$ cat src/rtl/arb_pkg.sv
// Shared types and constants for the instruction/data memory arbiter.
package arb_pkg;

  // Arbiter FSM state encoding
  typedef enum logic [1:0] {
    ST_IDLE    = 2'd0,
    ST_GRANT_I = 2'd1,
    ST_GRANT_D = 2'd2,
    ST_DONE    = 2'd3
  } arb_state_t;

  // Which requester owns (or last owned) the memory
  typedef enum logic {
    GNT_I = 1'b0,
    GNT_D = 1'b1
  } grant_t;

  // Region bit prepended to the instruction block address; data uses the complement
  localparam logic REGION_I_DEFAULT = 1'b0;

endpackage

$ cat src/rtl/rr_pick2.sv
// Two-requester round-robin picker: a tie goes to the side that was not granted last.
module rr_pick2
  import arb_pkg::*;
(
  input  logic   req_i,
  input  logic   req_d,
  input  grant_t last_grant,
  output logic   grant_valid,
  output grant_t grant_sel
);

  // Lone request wins outright; a tie alternates against last_grant
  always_comb begin
    grant_valid = req_i | req_d;
    grant_sel   = GNT_I;
    if (req_i && req_d)
      grant_sel = (last_grant == GNT_D) ? GNT_I : GNT_D;
    else if (req_d)
      grant_sel = GNT_D;
  end

endmodule

$ cat src/rtl/imem_dmem_arbiter.sv
// Serialises I-cache and D-cache block transfers onto one shared memory,
// with round-robin priority, per-requester address regions and a hang timeout.
module imem_dmem_arbiter
  import arb_pkg::*;
#(
  parameter int   ADDR_W   = 6,
  parameter int   DATA_W   = 128,
  parameter int   TIMEOUT  = 255,
  parameter logic I_REGION = REGION_I_DEFAULT
) (
  input  logic              clock,
  input  logic              reset,
  input  logic              imem_read,
  input  logic [ADDR_W-1:0] imem_address,
  output logic              imem_busywait,
  output logic [DATA_W-1:0] mem_instruction,
  input  logic              dmem_read,
  input  logic              dmem_write,
  input  logic [ADDR_W-1:0] dmem_address,
  input  logic [DATA_W-1:0] dmem_writedata,
  output logic              dmem_busywait,
  output logic [DATA_W-1:0] dmem_readdata,
  output logic              mem_read,
  output logic              mem_write,
  output logic [ADDR_W:0]   mem_address,
  output logic [DATA_W-1:0] mem_writedata,
  input  logic [DATA_W-1:0] mem_readdata,
  input  logic              mem_busywait,
  output logic              arb_error
);

  localparam int CNT_W = $clog2(TIMEOUT + 1);

  arb_state_t       state, state_nxt;
  grant_t           last_grant;     // also identifies the owner while in GRANT/DONE
  grant_t           pick_sel;
  logic             pick_vld;
  logic [CNT_W-1:0] cnt;
  logic             req_i, req_d, in_grant, xfer_ok, xfer_to;

  assign req_i = imem_read;
  assign req_d = dmem_read | dmem_write;

  rr_pick2 u_pick (
    .req_i       (req_i),
    .req_d       (req_d),
    .last_grant  (last_grant),
    .grant_valid (pick_vld),
    .grant_sel   (pick_sel)
  );

  // A transfer finishes once memory has had at least one cycle to raise busywait;
  // it is abandoned when the counter would reach TIMEOUT with memory still busy.
  assign in_grant = (state == ST_GRANT_I) || (state == ST_GRANT_D);
  assign xfer_ok  = in_grant && (cnt != '0) && !mem_busywait;
  assign xfer_to  = in_grant && mem_busywait && (cnt == CNT_W'(TIMEOUT - 1));

  // Stall each side until its own DONE cycle; reset releases both stalls at once
  assign imem_busywait = reset & req_i & ~((state == ST_DONE) && (last_grant == GNT_I));
  assign dmem_busywait = reset & req_d & ~((state == ST_DONE) && (last_grant == GNT_D));

  // State register
  always_ff @(posedge clock or negedge reset) begin
    if (!reset) state <= ST_IDLE;
    else        state <= state_nxt;
  end

  // Next-state logic
  always_comb begin
    state_nxt = state;
    case (state)
      ST_IDLE:
        if (pick_vld) state_nxt = (pick_sel == GNT_I) ? ST_GRANT_I : ST_GRANT_D;
      ST_GRANT_I, ST_GRANT_D:
        if (xfer_ok || xfer_to) state_nxt = ST_DONE;
      default:
        state_nxt = ST_IDLE;
    endcase
  end

  // Memory request registers, read-data capture, timeout counter and error flag
  always_ff @(posedge clock or negedge reset) begin
    if (!reset) begin
      mem_read        <= 1'b0;
      mem_write       <= 1'b0;
      mem_address     <= '0;
      mem_writedata   <= '0;
      mem_instruction <= '0;
      dmem_readdata   <= '0;
      arb_error       <= 1'b0;
      cnt             <= '0;
      last_grant      <= GNT_D;
    end else begin
      case (state)
        ST_IDLE:
          if (pick_vld) begin
            cnt        <= '0;
            last_grant <= pick_sel;
            if (pick_sel == GNT_I) begin
              mem_read    <= 1'b1;
              mem_write   <= 1'b0;
              mem_address <= {I_REGION, imem_address};
            end else begin
              // read+write together is treated as a write
              mem_read      <= ~dmem_write;
              mem_write     <= dmem_write;
              mem_address   <= {~I_REGION, dmem_address};
              mem_writedata <= dmem_writedata;
            end
          end
        ST_GRANT_I, ST_GRANT_D: begin
          cnt <= cnt + 1'b1;
          if (xfer_ok || xfer_to) begin
            mem_read  <= 1'b0;
            mem_write <= 1'b0;
          end
          if (xfer_ok && mem_read) begin
            if (state == ST_GRANT_I) mem_instruction <= mem_readdata;
            else                     dmem_readdata   <= mem_readdata;
          end
          if (xfer_to) arb_error <= 1'b1;
        end
        default: ;
      endcase
    end
  end

endmodule
$ cat config.mk
export PLATFORM = sky130hd
export DESIGN_NAME = imem_dmem_arbiter
export DESIGN_NICKNAME = d
export VERILOG_FILES = /design/src/rtl/arb_pkg.sv /design/src/rtl/rr_pick2.sv /design/src/rtl/imem_dmem_arbiter.sv
export SDC_FILE = /design/constraint.sdc
export NUM_CORES = 1
export LEC_CHECK = 0
export ABC_AREA = 1
export CAP_MARGIN = 20
export CELL_PAD_IN_SITES_DETAIL_PLACEMENT = 0
export CELL_PAD_IN_SITES_GLOBAL_PLACEMENT = 1
export CORE_AREA = 5 5 256 258
export DETAILED_ROUTE_END_ITERATION = 10
export DIE_AREA = 0 0 261 263
export GPL_TIMING_DRIVEN = 0
export PLACE_DENSITY_LB_ADDON = 0.1
export REMOVE_ABC_BUFFERS = 1
export SYNTH_ARGS = -nofsm -noshare
export SYNTH_HDL_FRONTEND = slang
export SYNTH_SLANG_ARGS = --single-unit
$ cat constraint.sdc
create_clock -name clock -period 2.5 [get_ports clock]
set_input_delay 0.5 -clock clock [delete_from_list [all_inputs] [get_ports clock]]
set_output_delay 0.5 -clock clock [all_outputs]
set_load 0.02 [all_outputs]
==> results of run 1 <==
==> metrics by stage <==
stage | area (µm²) | TNS [ns] | worst slack [ns] | hold slack (ns)
floorplan | 15330 | -985.90 | -4.480 | 0.2044
global placement | 23080 | -9663.17 | -18.39 | 0.4534
detailed placement | 23590 | -126.29 | -1.081 | 0.3999
CTS | 25490 | 0 | 0.01034 | 0.01144
global route | 25540 | 0 | 0.006106 | 0.02451
finish | 25550 | 0 | 0.1814 | -0.02513
==> cells in the mapped netlist <==
library cell,n
dfrtp_1,404
nand2_1,302
o21ai_0,249
inv_1,152
mux2_4,87
mux2_2,41
clkbuf_1,32
buf_2,29
nor2_1,19
o21ai_1,16
buf_6,10
nand3_1,8
ha_1,7
a31oi_1,6
a21oi_1,5
nand4_1,5
a211oi_1,2
nand3b_1,2
nor2_4,2
a21oi_4,1
buf_4,1
clkinv_1,1
dfstp_2,1
nand2_2,1
nand4_2,1
xor2_1,1
==> cell families (layout without fill, tap and decap cells) <==
group / after synthesis / after routing / share of synthesized area, %
adder cells (fa/ha/maj): 7 / 7 / 0.5574
flip-flops: 405 / 405 / 64.51
multiplexers: 128 / 128 / 11.25
buffers and inverters: 225 / 953 / 6.108
AND/OR/NAND/NOR: 340 / 341 / 8.481
AO/OA/AOI/OAI: 279 / 279 / 9.038
XOR/XNOR: 1 / 1 / 0.05575
other: 0 / 7 / 0
==> layer usage <==
metal  global-route usage, %  part of all wire, %  up-vias
met2                   29.21                   48      450
met5                       0                 0.27        -
met4                   4.844                  2.5       24
met1                   18.31                   36     5783
met3                   9.650                   13       95
li1                        -                    -     5865
==> where the power goes <==
part / switching (mW) / internal [mW] / leakage, nW
clock: 2.78 / 4.25 / 0.798
combinational: 8.13 / 7.74 / 5.86
sequential: 1.46 / 9.34 / 5.10
total: 12.4 / 21.3 / 11.8
==> flip-flops by register name, indices dropped and copies added, names as in the netlist <==
name and count:
dmem_readdata 128, mem_writedata 128, last_grant 1, state 2
cnt 8, mem_instruction 128, arb_error 1, mem_read 1
mem_write 1, mem_address 7
==> worst paths after layout <==
path / startpoint / end / slack [ns] / cells after the start
max reg2reg: last_grant$_DFFE_PN1P_ / mem_writedata[12]$_DFFE_PN0P_ / 0.24 / 4
max in group asynchronous: reset / mem_writedata[12]$_DFFE_PN0P_ / 1.68 / 4
min in group clock: mem_write$_DFFE_PN0P_ / mem_write$_DFFE_PN0P_ / 0.47 / 2
min: reset / mem_instruction[47]$_DFFE_PN0P_ / -0.03 / 2
min reg2reg: mem_write$_DFFE_PN0P_ / mem_write$_DFFE_PN0P_ / 0.47 / 2
max: dmem_write / mem_writedata[55]$_DFFE_PN0P_ / 0.18 / 6
==> layout make-up <==
type,count,area (µm²)
antenna,7,17.52
inverter,153,578.1
multi-input combinational,756,4667
clock inverter,6,37.54
clock buffer,82,1573
timing repair buffer,712,7478
sequential,405,10140
tap,846,1059
fill,6092,37190
==> worst register-to-register path: cells and delay by family (launching register included) <==
kind | cells | cell delay [ns]
AOI/OAI and AO/OA | 1 | 0.13
buffers and inverters | 1 | 0.47
DFF | 1 | 0.58
muxes | 1 | 0.52
and+or+nand+nor | 1 | 0.42
==> repair_timing <==
action                                  4_1_cts  5_1_grt
hold buffers                                  4        0
endpoints found under the setup margin      240       45
endpoints found under the hold margin        34        0
gates resized for setup                      15        8
gates cloned                                  5        1
setup buffers                                 9        2
pin swaps                                     4        1
==> impl_metrics.yaml, run 1 <==
outcome:
  status: "finished, violations left"
  violations: "negative hold slack"
global_route:
  antenna_found_initial: 21
  overflow: 0
  grtUsageTotal_pct: 17.17
  grt_pass1_wl_um: 88220
  grt_max_degree: 108
  grt_pass1_vias: 12537
yosys:
  synthCells: 1385
  synth_area_leaders: "dfrtp_1 64%, mux2_4 8.3%, o21ai_0 7.9%, nand2_1 7.2%, inv_1 3.6%"
  synth_top_area_share_pct: 64.34
  yosysWarnings: 0
  seq_area_frac_synth_pct: 64.51
  ys_ff_latch: 405
  netlist_area_mm2: 0.01571
  syn_area_per_cell_um2: 11.34
  synth_cell_type_count: 26
  synth_top_cell_by_area: "dfrtp_1"
routing:
  routed_wl_um: 61840
  ant_nets: 0
  viasPerCell: 4.118
  dr_total_vias: 12217
  routedWlPerCell_um: 20.84
  route.detailed.drc: 0
  drt-pass1-iter-count: 5
  dr.first_iter.drc_count: 497
worst_setup_path:
  worstPathCellList: "clkdlybuf4s50_1 -> nor2_4 -> a21oi_4 -> nand2_8 -> buf_16 -> mux2_4"
  required_ns: 2.95
  cp_max_fo: 77
  arrival_ns: 2.77
  max_stage_delay_ns: 0.55
  path_buf_inv: 2
  cpMaxStageDelayCell: "clkdlybuf4s50_1"
  crit_type: "input port to register"
  endpoint_kind: "register"
  crit_family: "buffers and inverters"
  critPathLaunchType: "input port"
floorplan:
  die_w_um: 261
  ios: 670
  initial_core_util_pct: 25.05
  dieArea_mm2: 0.06864
  rows: 92
  die_height_um: 263
  core_mm2: 0.06274
clock_tree:
  clkLatencyLatePin_ns: 0.58
  clk_pin_slew_ns: 0.05
  htree_levels: 2
  cts_root_buffer: "clkbuf_16"
  cts_buffers: 50
  cts_num_sinks: 405
  cts_tree: "done"
  clockBufferDepth: 3
timing:
  finClkSkew_ns: 0.02831
  relSlewSlack_pct: 55.99
  drv_slew: 0
  fmax_mhz: 431.3
  report.final.hold_viol_count: 4
  fin_crit_sh_pct: 92.75
  rsz0062_at_grt: "false"
  setup_viol: 0
  worst_pin_slew_ns: 0.6602
  holdWs_ns: -0.02513
  timing.final.crit_period_ns: 2.319
layout:
  area_growth_pct: 62.59
  fin_cells: 2967
  drive_above_1_share_pct: 12.30
  final_cell_mix: "666 x clkdlybuf4s50_1, 403 x dfrtp_1, 301 x nand2_1, 249 x o21ai_0, 150 x inv_1"
  fin_util_pct: 40.72
  final_common_cell: "clkdlybuf4s50_1"
  nNetsFinal: 2359
power:
  peakVddDrop_mv: 0.6337
  p_per_area_mw_per_mm2: 1320
  power.leakage_nw: 11.77
  finalPower_mw: 33.72
place:
  dpl.hpwl_um: 46340
  gp_congestion: 0.7593
  io_buffers: 669
  dp_cells: 2852
job:
  cap_violations: 0
worst_hold_path:
  hp-class: "input port to async pin"
(Power assumes the default switching activity.)
==> inputs of run 2 (changes only) <==
SLEW_MARGIN = 5   (was default)
SYNTH_HIERARCHICAL = 1   (was default)
TNS_END_PERCENT = 30   (was default)
==> run 2 against run 1 <==
Net effect:
- the flow now finishes without violations
- power is 7.0% higher
- area after synthesis rose by 0.35%
- via count shrank 0.43%
- utilization decreased by 0.080 points
- non-clock buffer count is 11 lower
- final cell count down 0.27%
- clock power rose by 2%
- largest power group unchanged
==> impl_metrics.yaml, run 2 <==
outcome:
  status: "complete, no violations"
timing:
  rsz0062_at_grt: "false"
  drv_slew: 0
  fmax_mhz: 419.7
  worst_pin_slew_ns: 0.6001
  holdWs_ns: 0.05393
  report.final.hold_viol_count: 0
  fin_crit_sh_pct: 95.30
  setup_viol: 0
  fin_ws_ns: 0.1176
  relSlewSlack_pct: 59.99
  finClkSkew_ns: 0.02197
  timing.final.crit_period_ns: 2.382
clock_tree:
  cts_buffers: 49
  clkLatencyLatePin_ns: 0.58
  htree_levels: 2
  clk_pin_slew_ns: 0.06
  cts_tree: "done"
  cts_root_buffer: "clkbuf_16"
  cts_num_sinks: 405
  clockBufferDepth: 3
routing:
  wl_met1_um: 23430
  wl_met3_um: 7119
  drt-pass1-iter-count: 5
  dr.first_iter.drc_count: 527
  wl_met2_um: 29990
  viasPerCell: 4.111
  route.detailed.drc: 0
  top_layer_used: "met5"
  ant_nets: 0
  routedWlPerCell_um: 21.01
  routed_wl_um: 62160
  dr_total_vias: 12165
global_route:
  antenna_found_initial: 17
  grt_pass1_wl_um: 89930
  grt_pass1_vias: 12705
  overflow: 0
  grt_max_degree: 104
  grtUsageTotal_pct: 17.47
yosys:
  synth_cell_type_count: 27
  synth_top_area_share_pct: 64.12
  syn_area_per_cell_um2: 11.42
  synth_top_cell_by_area: "dfrtp_1"
  synthCells: 1381
  synth-edff-count: 0
  synth_ff_type: "dfrtp_1"
  yosysWarnings: 6
  ys_top_cells_by_count: "404 x dfrtp_1, 292 x nand2_1, 197 x o21ai_1"
  seq_area_frac_synth_pct: 64.28
  ys_ff_latch: 405
  netlist_area_mm2: 0.01577
  synthArstFlopShare_pct: 100.0
  synth_most_common_cell: "dfrtp_1"
  synth_area_leaders: "dfrtp_1 64%, mux2_4 9.3%, nand2_1 7.0%, o21ai_1 6.3%, inv_1 3.5%"
place:
  gp_congestion: 0.7598
  io_buffers: 669
  place_ws_ns: -1.117
  dpl.hpwl_um: 44920
floorplan:
  rows: 92
  die_w_um: 261
  initial_core_util_pct: 25.13
  dieArea_mm2: 0.06864
  ios: 670
  core_mm2: 0.06274
  die_height_um: 263
worst_setup_path:
  cpMaxStageDelayCell: "clkdlybuf4s50_1"
  timing.rr.end: "dmem_readdata[4]$_DFFE_PN0P_"
  worstPathCellList: "clkdlybuf4s50_1 -> or2_2 -> or2_1 -> nand2_2 -> inv_8 -> nand2_8 -> bufbuf_16 -> mux2_4"
  arrival_ns: 2.84
  endpoint: "mem_writedata[122]$_DFFE_PN0P_"
  crit_type: "input port to register"
  setup.worst_path.start: "dmem_write"
  cp_max_fo: 26
  critical_path_depth: 8
  path_buf_inv: 3
  critPathLaunchType: "input port"
  max_stage_delay_ns: 0.46
  required_ns: 2.95
  rr_worst_depth: 10
  crit_family: "buffers and inverters"
  timing.rr.start: "state[1]$_DFFE_PN0P_"
  endpoint_kind: "register"
  rrSetupSlack_ns: 0.19
layout:
  nNetsFinal: 2346
  reg_top3: "dmem_readdata x128, mem_instruction x128, mem_writedata x128"
  final_common_cell: "clkdlybuf4s50_1"
  drive_above_1_share_pct: 12.35
  area_growth_pct: 61.70
  fin_util_pct: 40.64
  final_cell_mix: "666 x clkdlybuf4s50_1, 404 x dfrtp_1, 292 x nand2_1, 197 x o21ai_1, 147 x inv_1"
power:
  p_int_mw: 22.45
  combinationalPowerShare_pct: 48.6
  p_sw_share_pct: 37.77
  p_per_area_mw_per_mm2: 1415
  peakVddDrop_mv: 0.6219
  seqPwrFrac_pct: 31.5
  power.leakage_nw: 11.80
  p_switching_mw: 13.63
  clkPwrFrac_pct: 19.9
job:
  cap_violations: 0
worst_hold_path:
  hp-class: "input port to async pin"
[run 2: worst min path at each step]
stage,startpoint,endpoint,slack (ns)
after CTS,reset,mem_instruction[109]$_DFFE_PN0P_,0.03
after global routing,reset,mem_instruction[109]$_DFFE_PN0P_,0.04
after detailed placement,reset,dmem_readdata[51]$_DFFE_PN0P_,0.41
final,reset,mem_instruction[109]$_DFFE_PN0P_,0.05
after global placement,arb_error$_DFFE_PN0P_,arb_error$_DFFE_PN0P_,0.46
after floorplan,reset,arb_error$_DFFE_PN0P_,0.20
[run 2: logic make-up after synthesis]
kind of cell | after synthesis | synth area share (%)
flops | 405 | 64.28
compound gates | 282 | 8.951
simple gates | 336 | 8.403
mux | 128 | 11.47
fa+ha+maj | 7 | 0.5554
buf+inv | 223 | 6.332
[run 2: final cells by class]
type / instances / area (µm²)
sequential: 405 / 10140
multi-input combinational: 757 / 4726
antenna: 7 / 17.52
inverter: 151 / 574.3
tap: 846 / 1059
timing repair buffer: 701 / 7348
fill: 6013 / 37240
clock inverter: 15 / 82.58
clock buffer: 77 / 1554
[run 2: metrics by stage]
step                instances   TNS, ns  total power, mW  cell area, µm²
global route             2955         0            38.17           25490
CTS                      2951         0            36.70           25460
finish                   2959         0            36.07           25500
detailed placement       2840   -116.76            28.91           23490
global placement         2824  -9264.18            29.10           23090
floorplan                1309   -876.80            20.06           15340
[run 2: layer usage]
metal,vias to the layer above,global-route usage [%]
li1,5855,-
met1,5739,19.63
met2,458,29.61
met3,93,8.567
met4,20,4.702
met5,-,0
[run 2: power groups by stage]
stage | Sequential [mW] | Clock [mW] | Combinational, mW
floorplan | 15.1 | 0 | 4.92
global placement | 11.4 | 0 | 17.7
detailed placement | 11.4 | 0 | 17.5
CTS | 11.4 | 7.48 | 17.8
global route | 11.8 | 7.73 | 18.7
finish | 11.4 | 7.17 | 17.5
[run 2: what timing repair did]
action,4_1_cts,5_1_grt
cloned,8,0
resized for setup,8,3
endpoints found under the setup margin,207,92
setup buffers,4,1
hold buffers,7,0
endpoints found under the hold margin,36,0
pin swaps,3,1
[run 2: tightest hold or removal path: stages]
cell	delay, ns
buf_12	0.09
buf_16	0.13
buf_16	0.23
==> inputs of run 3 (changes only) <==
SYNTH_HIERARCHICAL = default   (was 1)
==> run 3 against run 2 <==
Net effect:
- utilization up 0.37 points
- first-iteration DRC count up 14%
- die area unchanged
- register-to-register slack worse by 0.03 ns
- combinational power down 9%
- setup slack worse by 0.040 ns
- non-clock buffer count up 16
- count of clock-buffer cells in the layout down 5
- critical path depth down 4
- final cell count up 0.27%
- sequential cell count unchanged
- clock power up 3.9%
- critical path type is now register to primary output
- critical endpoint is now imem_busywait
- largest cell class unchanged
==> impl_metrics.yaml, run 3 (same netlist as run 1, synthesis figures left out) <==
outcome:
  status: "complete, no violations"
place:
  gp_congestion: 0.7593
  postPlaceCellArea_mm2: 0.02359
  io_buffers: 669
  place_ws_ns: -1.218
  dpl.hpwl_um: 46560
timing:
  worst_pin_slew_ns: 0.7329
  fmax_mhz: 412.8
  drv_slew: 0
  holdWs_ns: 0.04237
  relSlewSlack_pct: 50.98
  finClkSkew_ns: 0.01455
  fin_ws_ns: 0.07749
  rsz0062_at_grt: "true"
  fin_crit_sh_pct: 96.90
  setup_viol: 0
  timing.final.crit_period_ns: 2.423
  setup_tns_ns: 0
  report.final.hold_viol_count: 0
clock_tree:
  cts_buffers: 50
  htree_levels: 2
  cts_root_buffer: "clkbuf_16"
  clockBufferDepth: 3
  clk_pin_slew_ns: 0.06
  cts_num_sinks: 405
  clkLatencyLatePin_ns: 0.57
  cts_tree: "done"
layout:
  nNetsFinal: 2365
  final_common_cell: "clkdlybuf4s50_1"
  fin_area_mm2: 0.02573
  drive_above_1_share_pct: 12.20
  area_growth_pct: 63.74
  reg_top3: "dmem_readdata x128, mem_instruction x128, mem_writedata x128"
  final_cell_mix: "666 x clkdlybuf4s50_1, 403 x dfrtp_1, 301 x nand2_1, 248 x o21ai_0, 151 x inv_1"
power:
  finalPower_mw: 34.19
  power.leakage_nw: 11.85
  p_per_area_mw_per_mm2: 1329
  peakVddDrop_mv: 0.6397
worst_setup_path:
  arrival_ns: 1.92
  rrSetupSlack_ns: 0.16
  required_ns: 2.00
  crit_type: "register to primary output"
  endpoint_kind: "primary output"
  cp_max_fo: 4
  critPathLaunchType: "register"
  timing.rr.start: "state[1]$_DFFE_PN0P_"
  setup.worst_path.start: "state[0]$_DFFE_PN0P_"
routing:
  routedWlPerCell_um: 21.07
  ant_nets: 0
  route.detailed.drc: 0
  viasPerCell: 4.135
  dr.first_iter.drc_count: 600
  routed_wl_um: 62530
  dr_total_vias: 12270
  drt-pass1-iter-count: 5
floorplan:
  dieArea_mm2: 0.06864
  rows: 92
  initial_core_util_pct: 25.05
  die_w_um: 261
  die_height_um: 263
  ios: 670
  core_mm2: 0.06274
worst_hold_path:
  hp-class: "input port to async pin"
global_route:
  overflow: 0
  antenna_found_initial: 23
  grt_pass1_wl_um: 89340
  grt_max_degree: 78
  grt_pass1_vias: 12496
  grtUsageTotal_pct: 17.38
job:
  cap_violations: 0
[run 3: changes by cell type in the layout (fill, tap and decap cells not counted), moves of 9 or more]
cell      previous run  this run
o21ai_0             66       248
o21ai_1            197        17
a21oi_1             18         5
clkinv_2            13         2
mux2_2              30        41
mux2_4              98        87
buf_12              13         3
nand2_1            292       301
[run 3: worst paths after layout]
path,end,cells after the start
min in group clock,arb_error$_DFFE_PN0P_,2
worst min-delay path,mem_instruction[16]$_DFFE_PN0P_,3
max in group asynchronous,mem_instruction[1]$_DFFE_PN0P_,4
worst min register to register,arb_error$_DFFE_PN0P_,2
worst max-delay path,imem_busywait,4
worst max register to register,mem_instruction[101]$_DFFE_PN0P_,12
[run 3: power by group]
part           internal, mW  switching, mW  leakage (nW)
Sequential             9.34           1.47          5.10
Clock                  4.61           2.84         0.815
Combinational          7.76           8.17          5.93
[run 3: routing by layer]
layer,global-route usage [%],wire length (µm),vias up
li1,-,-,5884
met1,18.52,22430,5803
met2,29.49,30370,462
met4,4.830,1413,26
met3,9.966,8109,95
met5,0,195,-
[run 3: area by class of cell]
class	instances	area [µm²]
antenna	7	17.52
clock buffer	72	1455
clock inverter	10	207.7
fill	6055	37010
inverter	153	578.1
multi-input combinational	757	4679
sequential	405	10140
tap	846	1059
timing repair buffer	717	7595
[run 3: what timing repair did]
action | CTS | global route
hold buffers | 5 | 0
setup buffers | 8 | 3
pin swaps | 4 | 2
endpoints found under the hold margin | 41 | 0
resized for setup | 18 | 5
setup endpoints to repair | 237 | 57
gates cloned | 9 | 1
[run 3: through the flow]
step                instances  util [%]
floorplan                1313         -
global placement         2828     36.79
detailed placement       2853     37.61
CTS                      2955     40.86
global route             2964     41.00
finish                   2967     41.01
[run 3: critical path: stages, from the launching register on]
cell	delay, ns
dfrtp_2	0.41
buf_4	0.16
ha_1	0.21
a211oi_1	0.24
clkdlybuf4s15_2	0.33
